## src/rtl/beep_player_module.sv

```systemverilog
// beep_player_module: pops 8-bit note commands from the beep FIFO and plays
// each one on the passive buzzer pin as a square wave (or a silent rest) for
// (D+1) duration units. Notes play back-to-back until the FIFO is empty.
module beep_player_module #(
  parameter int unsigned CLK_FREQ    = 50_000_000,
  parameter int unsigned UNIT_CYCLES = 2_500_000
) (
  input  logic       CLK,
  input  logic       RST,
  input  logic       empty_sig,
  output logic       read_req_sig,
  input  logic [7:0] FIFO_read_data,
  input  logic       stop_sig,
  output logic       Pin_Out,
  output logic       busy_sig,
  output logic       done_sig
);

  // The lowest note (C4) has the longest half-period and sets the counter width.
  localparam int unsigned HP_MAX = CLK_FREQ / (2 * 262);
  localparam int unsigned HW     = (HP_MAX > 1) ? $clog2(HP_MAX) : 1;
  localparam int unsigned UW     = (UNIT_CYCLES > 1) ? $clog2(UNIT_CYCLES) : 1;

  typedef logic [HW-1:0] hp_t;
  typedef logic [UW-1:0] unit_t;

  localparam unit_t UNIT_LAST = UW'(UNIT_CYCLES - 1);

  // Terminal count (half-period minus one) per note index; entry 0 is a rest.
  localparam hp_t HP_LIM [16] = '{
    hp_t'(0),
    hp_t'(CLK_FREQ / (2 * 262)  - 1),
    hp_t'(CLK_FREQ / (2 * 294)  - 1),
    hp_t'(CLK_FREQ / (2 * 330)  - 1),
    hp_t'(CLK_FREQ / (2 * 349)  - 1),
    hp_t'(CLK_FREQ / (2 * 392)  - 1),
    hp_t'(CLK_FREQ / (2 * 440)  - 1),
    hp_t'(CLK_FREQ / (2 * 494)  - 1),
    hp_t'(CLK_FREQ / (2 * 523)  - 1),
    hp_t'(CLK_FREQ / (2 * 587)  - 1),
    hp_t'(CLK_FREQ / (2 * 659)  - 1),
    hp_t'(CLK_FREQ / (2 * 698)  - 1),
    hp_t'(CLK_FREQ / (2 * 784)  - 1),
    hp_t'(CLK_FREQ / (2 * 880)  - 1),
    hp_t'(CLK_FREQ / (2 * 988)  - 1),
    hp_t'(CLK_FREQ / (2 * 1047) - 1)
  };

  typedef enum logic [1:0] {
    IDLE  = 2'd0,
    FETCH = 2'd1,
    PLAY  = 2'd2
  } state_t;

  state_t     state;
  logic       is_tone;
  hp_t        hp_lim;
  hp_t        hp_cnt;
  unit_t      unit_cnt;
  logic [3:0] units_left;

  // Player FSM with registered outputs; stop_sig outranks end-of-note.
  always_ff @(posedge CLK) begin
    if (RST) begin
      state        <= IDLE;
      read_req_sig <= 1'b0;
      busy_sig     <= 1'b0;
      done_sig     <= 1'b0;
      Pin_Out      <= 1'b0;
      is_tone      <= 1'b0;
      hp_lim       <= '0;
      hp_cnt       <= '0;
      unit_cnt     <= '0;
      units_left   <= '0;
    end else begin
      done_sig <= 1'b0;
      case (state)
        IDLE: begin
          Pin_Out <= 1'b0;
          if (read_req_sig) begin
            // Pop already issued this cycle; the byte is on the bus next cycle.
            read_req_sig <= 1'b0;
            busy_sig     <= 1'b1;
            state        <= FETCH;
          end else if (!empty_sig && !stop_sig) begin
            read_req_sig <= 1'b1;
            busy_sig     <= 1'b1;
          end else begin
            busy_sig <= 1'b0;
          end
        end

        FETCH: begin
          Pin_Out <= 1'b0;
          if (stop_sig) begin
            busy_sig <= 1'b0;
            state    <= IDLE;
          end else begin
            is_tone    <= |FIFO_read_data[7:4];
            hp_lim     <= HP_LIM[FIFO_read_data[7:4]];
            units_left <= FIFO_read_data[3:0];
            hp_cnt     <= '0;
            unit_cnt   <= '0;
            state      <= PLAY;
          end
        end

        PLAY: begin
          if (stop_sig) begin
            Pin_Out  <= 1'b0;
            busy_sig <= 1'b0;
            hp_cnt   <= '0;
            unit_cnt <= '0;
            state    <= IDLE;
          end else if (unit_cnt == UNIT_LAST && units_left == 4'd0) begin
            // Last cycle of the last unit: finish low and chain the next pop.
            Pin_Out      <= 1'b0;
            done_sig     <= 1'b1;
            hp_cnt       <= '0;
            unit_cnt     <= '0;
            read_req_sig <= !empty_sig;
            busy_sig     <= !empty_sig;
            state        <= IDLE;
          end else begin
            if (unit_cnt == UNIT_LAST) begin
              unit_cnt   <= '0;
              units_left <= units_left - 4'd1;
            end else begin
              unit_cnt <= unit_cnt + UW'(1);
            end
            if (is_tone) begin
              if (hp_cnt == hp_lim) begin
                hp_cnt  <= '0;
                Pin_Out <= ~Pin_Out;
              end else begin
                hp_cnt <= hp_cnt + HW'(1);
              end
            end
          end
        end

        default: begin
          Pin_Out      <= 1'b0;
          read_req_sig <= 1'b0;
          busy_sig     <= 1'b0;
          state        <= IDLE;
        end
      endcase
    end
  end

endmodule

```

## config.mk

```make
export PLATFORM = sky130hd
export DESIGN_NAME = beep_player_module
export DESIGN_NICKNAME = d
export VERILOG_FILES = /design/src/rtl/beep_player_module.sv
export SDC_FILE = /design/constraint.sdc
export NUM_CORES = 1
export LEC_CHECK = 0
export ABC_AREA = 1
export BUFFER_PORTS_ARGS = -buffer_cell sky130_fd_sc_hd__buf_2
export CAP_MARGIN = 20
export CORE_MARGIN = 4
export CORE_UTILIZATION = 44
export DETAILED_ROUTE_END_ITERATION = 8
export MAX_ROUTING_LAYER = met4
export PLACE_DENSITY = 0.58
export RECOVER_POWER = 25
export SLEW_MARGIN = 10
export SYNTH_ARGS = -nofsm -noshare
export SYNTH_HDL_FRONTEND = slang
export SYNTH_SLANG_ARGS = --single-unit
```

## constraint.sdc

```tcl
create_clock -name CLK -period 2.7 [get_ports CLK]
set_input_delay 0.54 -clock CLK [delete_from_list [all_inputs] [get_ports CLK]]
set_output_delay 0.54 -clock CLK [all_outputs]
set_load 0.01 [all_outputs]
```

==> results of run 1 <==
-- kinds of logic after synthesis --
family	count (synthesis)	synth area share
AOI/OAI and AO/OA	64	0.0864
buffers and inverters	117	0.111
and+or+nand+nor	389	0.410
DFF	67	0.312
adders and majority gates	11	0.0320
xor gates and xnor gates	23	0.0468
muxes	1	0.00233
-- where the power goes --
part	leakage [µW]	total [µW]	switching [µW]	internal [µW]
registers	0.000541	1040	25.6	1010
clock network	0.000110	962	411	551
logic	0.00129	281	193	87.3
-- synth_stat cells, drive strengths merged, types with 2 or more instances --
cell	number
nand2	184
nor2	109
inv	96
dfxtp	67
nand3	63
a21oi	30
o21ai	18
buf	16
xor2	15
nor3	13
ha	11
xnor2	8
nand4	7
o211ai	5
clkbuf	4
nand3b	4
o221ai	4
or2	4
a211oi	3
nor3b	3
nor4	2
-- worst max-delay path: cells and delay by family, from the launching register on --
family	cells	cell delay, ps
adder cells (fa/ha/maj)	1	210
buffers and inverters	2	380
flip-flops	1	330
AND/OR/NAND/NOR	8	1090
-- routing by layer --
layer,routed length [µm],vias to the layer above,global-route usage
met5,0,-,-
met4,91,0,0.0438
met3,405,11,0.0367
met2,4280,77,0.282
met1,5290,1846,0.267
li1,-,2132,-
-- metrics by stage --
stage	instance area [µm²]	hold slack (ps)	worst slack [ps]
after floorplan	4300	451	1110
after global placement	4450	458	782
after detailed placement	4450	457	686
after CTS	4680	471	695
after global routing	4650	515	390
final	4650	472	591
-- registers in the layout, indices dropped and copies added, names as in the netlist --
name / flops
hp_cnt: 17
Pin_Out: 1
done_sig: 1
state: 2
unit_cnt: 22
units_left: 4
read_req_sig: 1
hp_lim: 17
is_tone: 1
busy_sig: 1
-- worst min-delay path by stage --
stage | start | endpoint | slack (ps)
global route | busy_sig$_SDFFE_PP0P_ | busy_sig$_SDFFE_PP0P_ | 510
detailed placement | busy_sig$_SDFFE_PP0P_ | busy_sig$_SDFFE_PP0P_ | 460
floorplan | hp_lim[13]$_SDFFE_PP0P_ | hp_lim[13]$_SDFFE_PP0P_ | 450
CTS | busy_sig$_SDFFE_PP0P_ | busy_sig$_SDFFE_PP0P_ | 470
global placement | busy_sig$_SDFFE_PP0P_ | busy_sig$_SDFFE_PP0P_ | 460
finish | busy_sig$_SDFFE_PP0P_ | busy_sig$_SDFFE_PP0P_ | 470
-- final cells by class --
| cell class | instances | area, µm² |
|---|---|---|
| clock inverter | 5 | 85.1 |
| tap | 129 | 161 |
| timing repair buffer | 18 | 90.1 |
| sequential | 67 | 1340 |
| fill | 1002 | 4720 |
| inverter | 97 | 367 |
| clock buffer | 11 | 141 |
| multi-input combinational | 488 | 2470 |
==> metrics list, run 1 <==
- The repair_antennas step left the layout with diodes totalling 0.
* Worst Tran Pin Value: 581 ps
* Max-slew violation count: 0
- Number of distinct library cell variants in the gate-level netlist after synthesis: 41
- Crit-path cells: ha_1 > nand2_1 > inv_1 > nand2_1 > nor2_2 > nand3_1 > nand2_1 > nand2_1 > nand2_1 > buf_4 > nor3b_1
- Most common cell on crit path: sky130_fd_sc_hd__nand2_1
* Sequential fraction of the synthesis area: 0.312
- Final instance count without filler cells: 815
* Wire length of the first global-routing pass: 17300 µm
- In this run, synthesis produced a sequential element count of 67.
- The clock drives between 60 and 70 sinks.
- Capture point of the worst reg-to-reg path: unit_cnt[9]$_SDFFE_PP0P_
- Power density over the cells: about 490 nW/µm²
- After detailed routing, the number of vias per cell comes to about 5.0.
- Largest net degree at the start of global routing: 33
- Of the available clock period, the critical path in the final layout requires 0.781.
* Top cell type's share of synthesized area: 0.312
- Number of DRC markers in iteration 0: 183
* Worst IR drop on VDD: about 270 µV
- The congestion estimate from routability-driven global placement came to just over 0.9.
- After detailed placement, the design holds a cell count of roughly 800.
- TritonCTS created 9 clock buffers.
* Number of endpoints with negative hold slack in the final report: 0
* Number of warnings printed during yosys synthesis: 0
- Remaining Overflow, GRT: 0
* Clock network latency to the later pin of the worst-skew pair: 350 ps
- Setup slack on the worst reg-to-reg path comes out at around 590 ps.
- Reg-to-Reg Start: unit_cnt[0]$_SDFFE_PP0P_
* RSZ-0062 raised after global routing: false
- The region available for standard cell placement spans between 9000 and 10000 µm².
- Worst setup SP type: flop
* Width of the die: 107 µm
* Layout overhead on the synthesized area: 8.18%
- Synthesized Nets: just under 700
* Proportion of register bits with asynchronous set or reset after synthesis: 0
- Max FO, Critical Path: 14
* Final setup violation count: 0
* Register-to-Register Path Depth: 11
- 16 I/O pins were placed.
* Vertical die dimension: 107 µm
- The initial antenna violation count is 0.
- Via count of the first global-routing pass: ~3.7k
* Crit. End Element: flop
* Total routing resource utilization after global routing: 0.190
* Most frequent standard cell in the layout excluding fill and tap cells: sky130_fd_sc_hd__nand2_1
- The run finished with clean final reports.
- Total Neg Setup Slack: 0 ps
- Number of enable-type register cells in the synthesized netlist: 0
- Final WL: 10100 µm
- Cell count of the worst hold path: 2
- Detailed placement finished with a half-perimeter wire length of between 7000 and 8000 µm.
- Shortest period the worst path allows: 2110 ps
* PnR Total Power: approximately 2300 µW
* Start point of the critical path: unit_cnt[0]$_SDFFE_PP0P_
- Leaving out fill and tap cells, the most frequent cells in the layout are sky130_fd_sc_hd__nand2_1 (175), sky130_fd_sc_hd__nor2_1 (98), sky130_fd_sc_hd__inv_1 (88).
* Critical Path RT: slightly below 3000 ps
- Port buffer count: 15
* Critical path type: reg -> reg
* Register clock-pin slew on the reported worst setup and hold paths: approximately 80 ps
* Achievable Freq: approximately 470 MHz
* Gate Count Post-Synth: approximately 670
- Post-route antenna net violation count: 0
* P_leak: around 0.0019 µW
* Critical path arrival: 2370 ps
* Final Skew: 9.89 ps
- In this run, post-CTS repair resized a total of 0 instances.
- The pre-antenna-repair detailed-routing pass consisted of 5 iterations.
* H-tree level count: 3
- Once layout is complete, the utilization of the core stands at 0.496.
- CP max-delay cell: sky130_fd_sc_hd__nand2_1
- Number of buffers added to fix hold violations after cts: 0
- Number of nets in the layout: between 700 and 800
* TritonCTS clock tree: done
- Library cell with the largest summed area after synthesis: sky130_fd_sc_hd__dfxtp_1
- Total via count after detailed routing: about 4.1k
* Average size of a mapped cell: approximately 6.4 µm²
* Most used flip-flop cell after synthesis: sky130_fd_sc_hd__dfxtp_1
* Top cells by area, synth: sky130_fd_sc_hd__dfxtp_1 (31%), sky130_fd_sc_hd__nand2_1 (15%), sky130_fd_sc_hd__nor2_1 (8.6%)
* Starting Density: 0.459
- After clock tree synthesis, the setup repair step added 0 buffers.
* Max-cap viol count: 0
* Relative slew slack: 0.612
- Class of the worst hold path: reg -> reg
- The cell sitting at the root of the clock tree is a sky130_fd_sc_hd__clkbuf_8.
- The mapped netlist covers ~4300 µm².
* Floorplan row count: 35
* Total DRC errors in the routed layout: 0
- The largest single stage delay on the critical path is 340 ps.
* Total die area: around 11000 µm²
- Capturing element of the worst setup path: unit_cnt[9]$_SDFFE_PP0P_
- Avg WL per Cell: about 12 µm
- The clock passes through at most 2 buffers.
- Of the cells placed in the final design, the portion with a size suffix greater than 1 is 0.0948.
No activity file was read; power rests on OpenSTA's default activity.
==> run 2, diff against run 1 <==
clock period = 1.95 ns   (was 2.7 ns; I/O delays follow)
==> run 2 against run 1 <==
Via count down 1.0%. Clock power up 36%. Non-clock buffer count up 12. Cell count up 1.5%. Sequential power up 38%. Clock skew up 4.1 ps. Setup slack worse by 360 ps. Worst hold slack worse by 86 ps. Maximum frequency up 22%. Count of clock-buffer cells in the layout down 1. Flip-flop and latch count unchanged. Largest cell class unchanged. Highest routed layer unchanged.
==> metrics list, run 2 (same netlist as run 1, synthesis figures left out) <==
* Achievable Freq: 580 MHz (was 474 MHz)
* Total routing resource utilization after global routing: 0.188 (was 0.190)
* Drt first pass iters: 5 (unchanged)
- CP max-delay cell: sky130_fd_sc_hd__clkbuf_1 (was sky130_fd_sc_hd__nand2_1)
* Number of flip-flops under the largest register name: 22 (unchanged)
- The initial antenna violation count was 0 (unchanged).
- Reported net switching power: 859 µW (was 630 µW)
- The destination of the worst register-to-register timing path is hp_lim[15]$_SDFFE_PP0P_ (was unit_cnt[9]$_SDFFE_PP0P_).
* # IOs: 16 (unchanged)
* Shortest period the worst path allows: 1720 ps (was 2110 ps)
- Longest individual stage delay on the worst path: 520 ps (was 340 ps)
- Floorplan row count: 35 (unchanged)
- Port buffer count: 15 (unchanged)
* Status: finished, final reports clean (unchanged)
* Hold WS: 386 ps (was 472 ps)
- Critical Path RT: 2170 ps (was 2960 ps)
- Starting Density: 0.459 (unchanged)
- Max-slew violation count: 0 (unchanged)
- Gate power share: 0.134 (was 0.123)
- The total overflow reported by the global router is 0 (unchanged).
- The nature of the critical path endpoint is a flop (unchanged).
* Register-to-Register Path Depth: 5 (was 11)
- The largest delay contributor family on the critical path is buffers and inverters (was simple AND/OR/NAND/NOR gates).
* Relative slew slack: 0.567 (was 0.612)
* TritonCTS clock tree: done (unchanged)
* Cell Area, Placed: 4560 µm² (was 4450 µm²)
- The count of nets left with antenna violations after detail routing came to 0 (unchanged).
* Fraction of final layout cells sized beyond drive strength 1: 0.117 (was 0.0948)
* Class of the worst hold path: in -> reg (was reg -> reg)
- The via total after detailed routing is 4024 (was 4066).
- The placer congestion estimate was 0.876 (was 0.909).
* H-tree level count: 3 (unchanged)
- Number of DRC markers in iteration 0: 224 (was 183)
- The core area came to 9370 µm² (unchanged).
- Clock Power Share: 0.413 (was 0.422)
- Number of buffers added to fix hold violations after cts: 0 (unchanged)
- Total Neg Setup Slack: 0 ps (unchanged)
- Vertical die dimension: 107 µm (unchanged)
- Total DRC errors in the routed layout: 0 (unchanged)
- The multi-input gate area in the final layout was 2480 µm² (was 2470 µm²).
* Largest net degree at the start of global routing: 28 (was 33)
* Width of the die: 107 µm (unchanged)
* Switching power as a share of total power: 0.271 (was 0.277)
* Most frequent standard cell in the layout excluding fill and tap cells: sky130_fd_sc_hd__nand2_1 (unchanged)
* Top flop regs: unit_cnt x22, hp_cnt x17, hp_lim x17 (unchanged)
- Max FO, Critical Path: 15 (was 14)
- RSZ-0062 raised after global routing: false (unchanged)
* Critical path type: reg -> reg (unchanged)
* Clock Sinks: 67 (unchanged)
* Worst setup SP type: flop (unchanged)
- Reg-to-Reg Start: state[1]$_SDFFE_PP0P_ (was unit_cnt[0]$_SDFFE_PP0P_)
- The post-layout net count was 716 (was 704).
- The number of vias per cell came to 4.87 (was 4.99).
- Hold Startpoint: RST (was busy_sig$_SDFFE_PP0P_)
- Endpoint with the worst hold slack: state[0]$_SDFFE_PP0P_ (was busy_sig$_SDFFE_PP0P_)
* Internal power: 2310 µW (was 1650 µW)
- CTS Root Cell: sky130_fd_sc_hd__clkbuf_8 (unchanged)
- Cell count of the worst hold path: 2 (unchanged)
* Final instance count without filler cells: 827 (was 815)
- Avg WL per Cell: 11.8 µm (was 12.4 µm)
- The max-capacitance violation count was 0 (unchanged).
- # diodes: 0 (unchanged)
* Worst IR drop on VDD: 315 µV (was 267 µV)
- Layout overhead on the synthesized area: 11.2% (was 8.18%)
* P_leak: 0.00202 µW (was 0.00194 µW)
- Final WL: 9730 µm (was 10100 µm)
* Most used cells in the layout excluding fill and tap cells: sky130_fd_sc_hd__nand2_1 (174), sky130_fd_sc_hd__nor2_1 (97), sky130_fd_sc_hd__inv_1 (89) (was sky130_fd_sc_hd__nand2_1 (175), sky130_fd_sc_hd__nor2_1 (98), sky130_fd_sc_hd__inv_1 (88))
* Power density over the cells: 663 nW/µm² (was 490 nW/µm²)
* Largest register by flop count: unit_cnt (unchanged)
* Final Skew: 14.0 ps (was 9.89 ps)
- The worst-margin pin slew came to 649 ps (was 581 ps).
- The die outline area came to 11400 µm² (unchanged).
* Non-Filler Cell Area, Final: 4780 µm² (was 4650 µm²)
* Critical path arrival: 1940 ps (was 2370 ps)
- Fin crit share: 0.884 (was 0.781)
- Number of endpoints with negative hold slack in the final report: 0 (unchanged)
- The number of buffer and inverter instances along the worst setup path is 2 (unchanged).
- Fillers: 983 (was 1002)
- Register Area: 1340 µm² (unchanged)
* Wire length of the first global-routing pass: 17400 µm (was 17300 µm)
- The number of buffers on the longest clock path was 2 (unchanged).
- The sequential fraction of design power was 0.453 (was 0.455).
- The cell count after placement came to 811 (was 799).
* Worst reg-to-reg setup slack: 230 ps (was 590 ps)
* Clock buffer count from CTS: 9 (unchanged)
* Clock network latency to the later pin of the worst-skew pair: 340 ps (was 350 ps)
- Crit-path cells: inv_1 > nand3_4 > clkbuf_1 > nor2_1 > a2111oi_0 (was ha_1 > nand2_1 > inv_1 > nand2_1 > nor2_2 > nand3_1 > nand2_1 > nand2_1 > nand2_1 > buf_4 > nor3b_1).
- The via count of the first global-routing pass is 3788 (was 3699).
* Final setup violation count: 0 (unchanged)
* Register clock-pin slew on the reported worst setup and hold paths: 80 ps (about the same)
- Sum of net half-perimeters after detailed placement: 7350 µm (about the same)
==> run 2: per-layer routing <==
| layer | wire, µm | vias up | GRT usage | share of wire |
|---|---|---|---|---|
| met4 | 108 | 0 | 0.0612 | 0.011 |
| met3 | 255 | 8 | 0.0217 | 0.026 |
| li1 | - | 2154 | - | - |
| met5 | 0 | - | - | 0 |
| met1 | 5070 | 1804 | 0.252 | 0.52 |
| met2 | 4290 | 58 | 0.299 | 0.44 |
==> run 2: what timing repair did <==
item,in CTS,in global routing
setup buffers,0,0
setup endpoints to repair,0,2
resized for setup,0,2
hold endpoints to repair,0,0
==> run 2: how the worst max path moves through the flow <==
stage	from	endpoint	slack, ps	cells after the start
5_1_grt	unit_cnt[1]$_SDFFE_PP0P_	unit_cnt[20]$_SDFFE_PP0P_	10	13
4_1_cts	unit_cnt[1]$_SDFFE_PP0P_	hp_cnt[6]$_SDFFE_PP0P_	190	12
2_1_floorplan	unit_cnt[0]$_SDFFE_PP0P_	hp_cnt[7]$_SDFFE_PP0P_	430	13
6_report	state[1]$_SDFFE_PP0P_	hp_lim[15]$_SDFFE_PP0P_	230	5
3_3_place_gp	stop_sig	unit_cnt[21]$_SDFFE_PP0P_	200	11
3_5_place_dp	stop_sig	unit_cnt[21]$_SDFFE_PP0P_	200	11
==> run 2: power groups by stage <==
stage               registers (µW)  logic (µW)  clock network, µW
detailed placement            1470         426                  0
global route                  1440         480               1420
CTS                           1430         427               1350
finish                        1440         426               1310
global placement              1470         420                  0
floorplan                     1460         307                  0
==> run 2: layout make-up <==
| class | count | area share |
|---|---|---|
| clock buffers | 10 | 0.0288 |
| clock inverters | 6 | 0.0183 |
| inverters | 97 | 0.0772 |
| multi-input cells | 488 | 0.520 |
| flip-flops and latches | 67 | 0.280 |
| well taps | 129 | 0.0338 |
| repair buffers | 30 | 0.0419 |
==> run 2: through the flow <==
step	power [µW]	utilization	setup WS, ps
detailed placement	1890	0.487	204
floorplan	1760	-	432
CTS	3220	0.511	186
finish	3170	0.510	227
global route	3340	0.510	11.2
global placement	1890	0.487	201
==> run 3, diff against run 2 <==
==> constraint.sdc (replaced) <==
create_clock -name CLK -period 1.95 [get_ports CLK]
set_input_delay 0 -clock CLK [delete_from_list [all_inputs] [get_ports CLK]]
set_output_delay 0 -clock CLK [all_outputs]
set_load 0.01 [all_outputs]
==> run 3 against run 2 <==
Clock power barely moved. Non-clock buffer count rose by 3. Sequential power barely moved. Critical path depth rose by 2. Maximum frequency fell by 2.7%. Worst hold slack got worse by 360 ps. Global-route usage rose by 0.70 points. Clock skew rose by 0.96 ps. Combinational power fell by 0.9%. Routed wire length rose by 4.4%. Cell count rose by 0.36%. Power barely moved. Critical path type unchanged. Critical endpoint is now hp_lim[12]$_SDFFE_PP0P_.
==> metrics list, run 3 (same netlist as run 1, synthesis figures left out) <==
* Most frequent standard cell in the layout excluding fill and tap cells: sky130_fd_sc_hd__nand2_1 (unchanged)
- Status: finished, final reports clean (unchanged).
- The TritonCTS clock tree is done (unchanged).
* Routed metal-1 wire length: 5490 µm (was 5070 µm)
* Max-slew violation count: 0 (unchanged)
* Flop pwr share: 0.452 (was 0.453)
- Largest net degree at the start of global routing: 33 (was 28)
* Total routing resource utilization after global routing: 0.195 (was 0.188)
* Internal power: 2300 µW (was 2310 µW)
- The final design utilization is 0.513 (was 0.510).
- The iteration count of the initial detailed-routing pass was 4 (was 5).
* Class of the worst hold path: in -> reg (unchanged)
- Reported net switching power: 870 µW (was 859 µW)
* Register clock-pin slew on the reported worst setup and hold paths: 80 ps (about the same)
* Port buffer count: 15 (unchanged)
* Worst reg-to-reg setup slack: 180 ps (was 230 ps)
- The nature of the critical path endpoint is a flop (unchanged).
* Met3 Wirelength: 344 µm (was 255 µm)
- The portion of total power attributed to the clock network came to 0.415 (was 0.413).
- Via count of the first global-routing pass: 3773 (was 3788)
- Top flop regs: unit_cnt x22, hp_cnt x17, hp_lim x17 (unchanged)
- The post-layout net count was 719 (was 716).
- Final setup violation count: 0 (unchanged)
- Post-route antenna net violation count: 0 (unchanged)
- The number of placement rows was 35 (unchanged).
- The number of vias per cell was 4.90 (was 4.87).
- Most used cells in the layout excluding fill and tap cells: sky130_fd_sc_hd__nand2_1 (173), sky130_fd_sc_hd__nor2_1 (98), sky130_fd_sc_hd__inv_1 (89) (was sky130_fd_sc_hd__nand2_1 (174), sky130_fd_sc_hd__nor2_1 (97), sky130_fd_sc_hd__inv_1 (89)).
- The peak fanout along the critical path was 16 (was 15).
- Shortest period the worst path allows: 1770 ps (was 1720 ps)
* P_leak: 0.00202 µW (about the same)
* Total via count after detailed routing: 4071 (was 4024)
- H-tree level count: 3 (unchanged)
- The number of sinks handled by clock tree synthesis came to 67 (unchanged).
- Largest register by flop count: unit_cnt (unchanged)
- Width of the die: 107 µm (unchanged)
- The count of endpoints failing hold in the final timing report is 0 (unchanged).
- Number of DRC markers in iteration 0: 212 (was 224)
- The worst-case vdd ir drop is 297 µV (was 315 µV).
- The kind of critical path was reg -> reg (unchanged).
* Total DRC errors in the routed layout: 0 (unchanged)
- Total die area: 11400 µm² (unchanged)
* Switching power as a share of total power: 0.274 (was 0.271)
- Achievable Freq: 564 MHz (was 580 MHz)
- Clock network latency to the later pin of the worst-skew pair: 340 ps (about the same)
- The final critical-path setup slack was 178 ps (was 227 ps).
* Top routing layer used: met4 (unchanged)
- Fin crit share: 0.909 (was 0.884)
- The starting utilization of the core area came to 0.459 (unchanged).
- The pre-CTS setup slack is 126 ps (was 204 ps).
- The total overflow reported by the global router was 0 (unchanged).
- The placer congestion estimate came to 0.907 (was 0.876).
- The number of primary I/O pins came to 16 (unchanged).
* Avg WL per Cell: 12.2 µm (was 11.8 µm)
- The max-capacitance violation count was 0 (unchanged).
- Core area: 9370 µm² (unchanged)
* Critical path arrival: 2000 ps (was 1940 ps)
- Fillers: 1016 (was 983)
- The worst-margin pin slew is 666 ps (was 649 ps).
* Critical Path RT: 2170 ps (about the same)
* Layout overhead on the synthesized area: 11.9% (was 11.2%)
- The worst hold-check slack was 26.7 ps (was 386 ps).
- Final WL: 10200 µm (was 9730 µm)
- The count of inserted antenna diode cells was 0 (unchanged).
* Worst setup SP type: flop (unchanged)
* Fraction of final layout cells sized beyond drive strength 1: 0.118 (was 0.117)
- The clock root buffer master is sky130_fd_sc_hd__clkbuf_8 (unchanged).
* Final Skew: 14.9 ps (was 14.0 ps)
- Number of flip-flops under the largest register name: 22 (unchanged)
- Wire length of the first global-routing pass: 17700 µm (was 17400 µm)
* Total Neg Setup Slack: 0 ps (unchanged)
- Vertical die dimension: 107 µm (unchanged)
* Clock buffer count from CTS: 9 (unchanged)
- The headroom to the max-slew limit is 0.556 (was 0.567).
- The post-DP HPWL came to 7370 µm (was 7350 µm).
- The number of buffers on the longest clock path came to 2 (unchanged).
- Antenna violations before repair: 0 (unchanged)
- Power density over the cells: 659 nW/µm² (was 663 nW/µm²)
- The logic gate share of total power came to 0.133 (was 0.134).
- The met2 layer wire length in the routed design was 4170 µm (was 4290 µm).
-- run 3: repair_timing --
item / CTS / global route
endpoints found under the hold margin: 2 / 0
endpoints found under the setup margin: 0 / 24
resized for setup: 0 / 2
buffers inserted: 0 / 1
hold buffers: 2 / 0
-- run 3: final cells by class --
class / instances / area (µm²) / area share
clock inverters: 6 / 88.8 / 0.0185
well taps: 129 / 161 / 0.0336
inverters: 97 / 369 / 0.0767
multi-input cells: 488 / 2480 / 0.517
repair buffers: 33 / 228 / 0.0473
flip-flops and latches: 67 / 1340 / 0.279
clock buffers: 10 / 138 / 0.0286
-- run 3: critical path, cell delays in order (launching register included) --
cell                       delay [ps]
sky130_fd_sc_hd__dfxtp_1          340
sky130_fd_sc_hd__inv_1            140
sky130_fd_sc_hd__nand3_4          130
sky130_fd_sc_hd__clkinv_1         110
sky130_fd_sc_hd__clkbuf_1         520
sky130_fd_sc_hd__nand2_1          150
sky130_fd_sc_hd__o221ai_1         190
sky130_fd_sc_hd__inv_1             60
-- run 3: metrics by stage --
step           instances  power, µW  area, µm²
3_3_place_gp         811       1880       4550
2_1_floorplan        672       1760       4300
4_1_cts              829       3210       4800
6_report             830       3170       4810
3_5_place_dp         811       1880       4550
5_1_grt              830       3320       4810
-- run 3: path summary, 6_finish.rpt --
check	start	to	cells after the start
hold reg to reg	busy_sig$_SDFFE_PP0P_	busy_sig$_SDFFE_PP0P_	2
hold / removal	FIFO_read_data[2]	units_left[2]$_SDFFE_PP0P_	5
setup / recovery	state[1]$_SDFFE_PP0P_	hp_lim[12]$_SDFFE_PP0P_	7
setup reg to reg	state[1]$_SDFFE_PP0P_	hp_lim[12]$_SDFFE_PP0P_	7
-- run 3: routing by layer --
layer | track usage | up-vias
li1 | - | 2173
met1 | 0.280 | 1826
met2 | 0.284 | 59
met3 | 0.0241 | 13
met4 | 0.0676 | 0
met5 | - | -
-- run 3: power groups by stage --
| stage | logic [µW] | clock network, µW | registers (µW) |
|---|---|---|---|
| 5_1_grt | 484 | 1400 | 1440 |
| 3_3_place_gp | 418 | 0 | 1460 |
| 6_report | 422 | 1320 | 1430 |
| 3_5_place_dp | 419 | 0 | 1470 |
| 4_1_cts | 424 | 1350 | 1430 |
| 2_1_floorplan | 307 | 0 | 1460 |
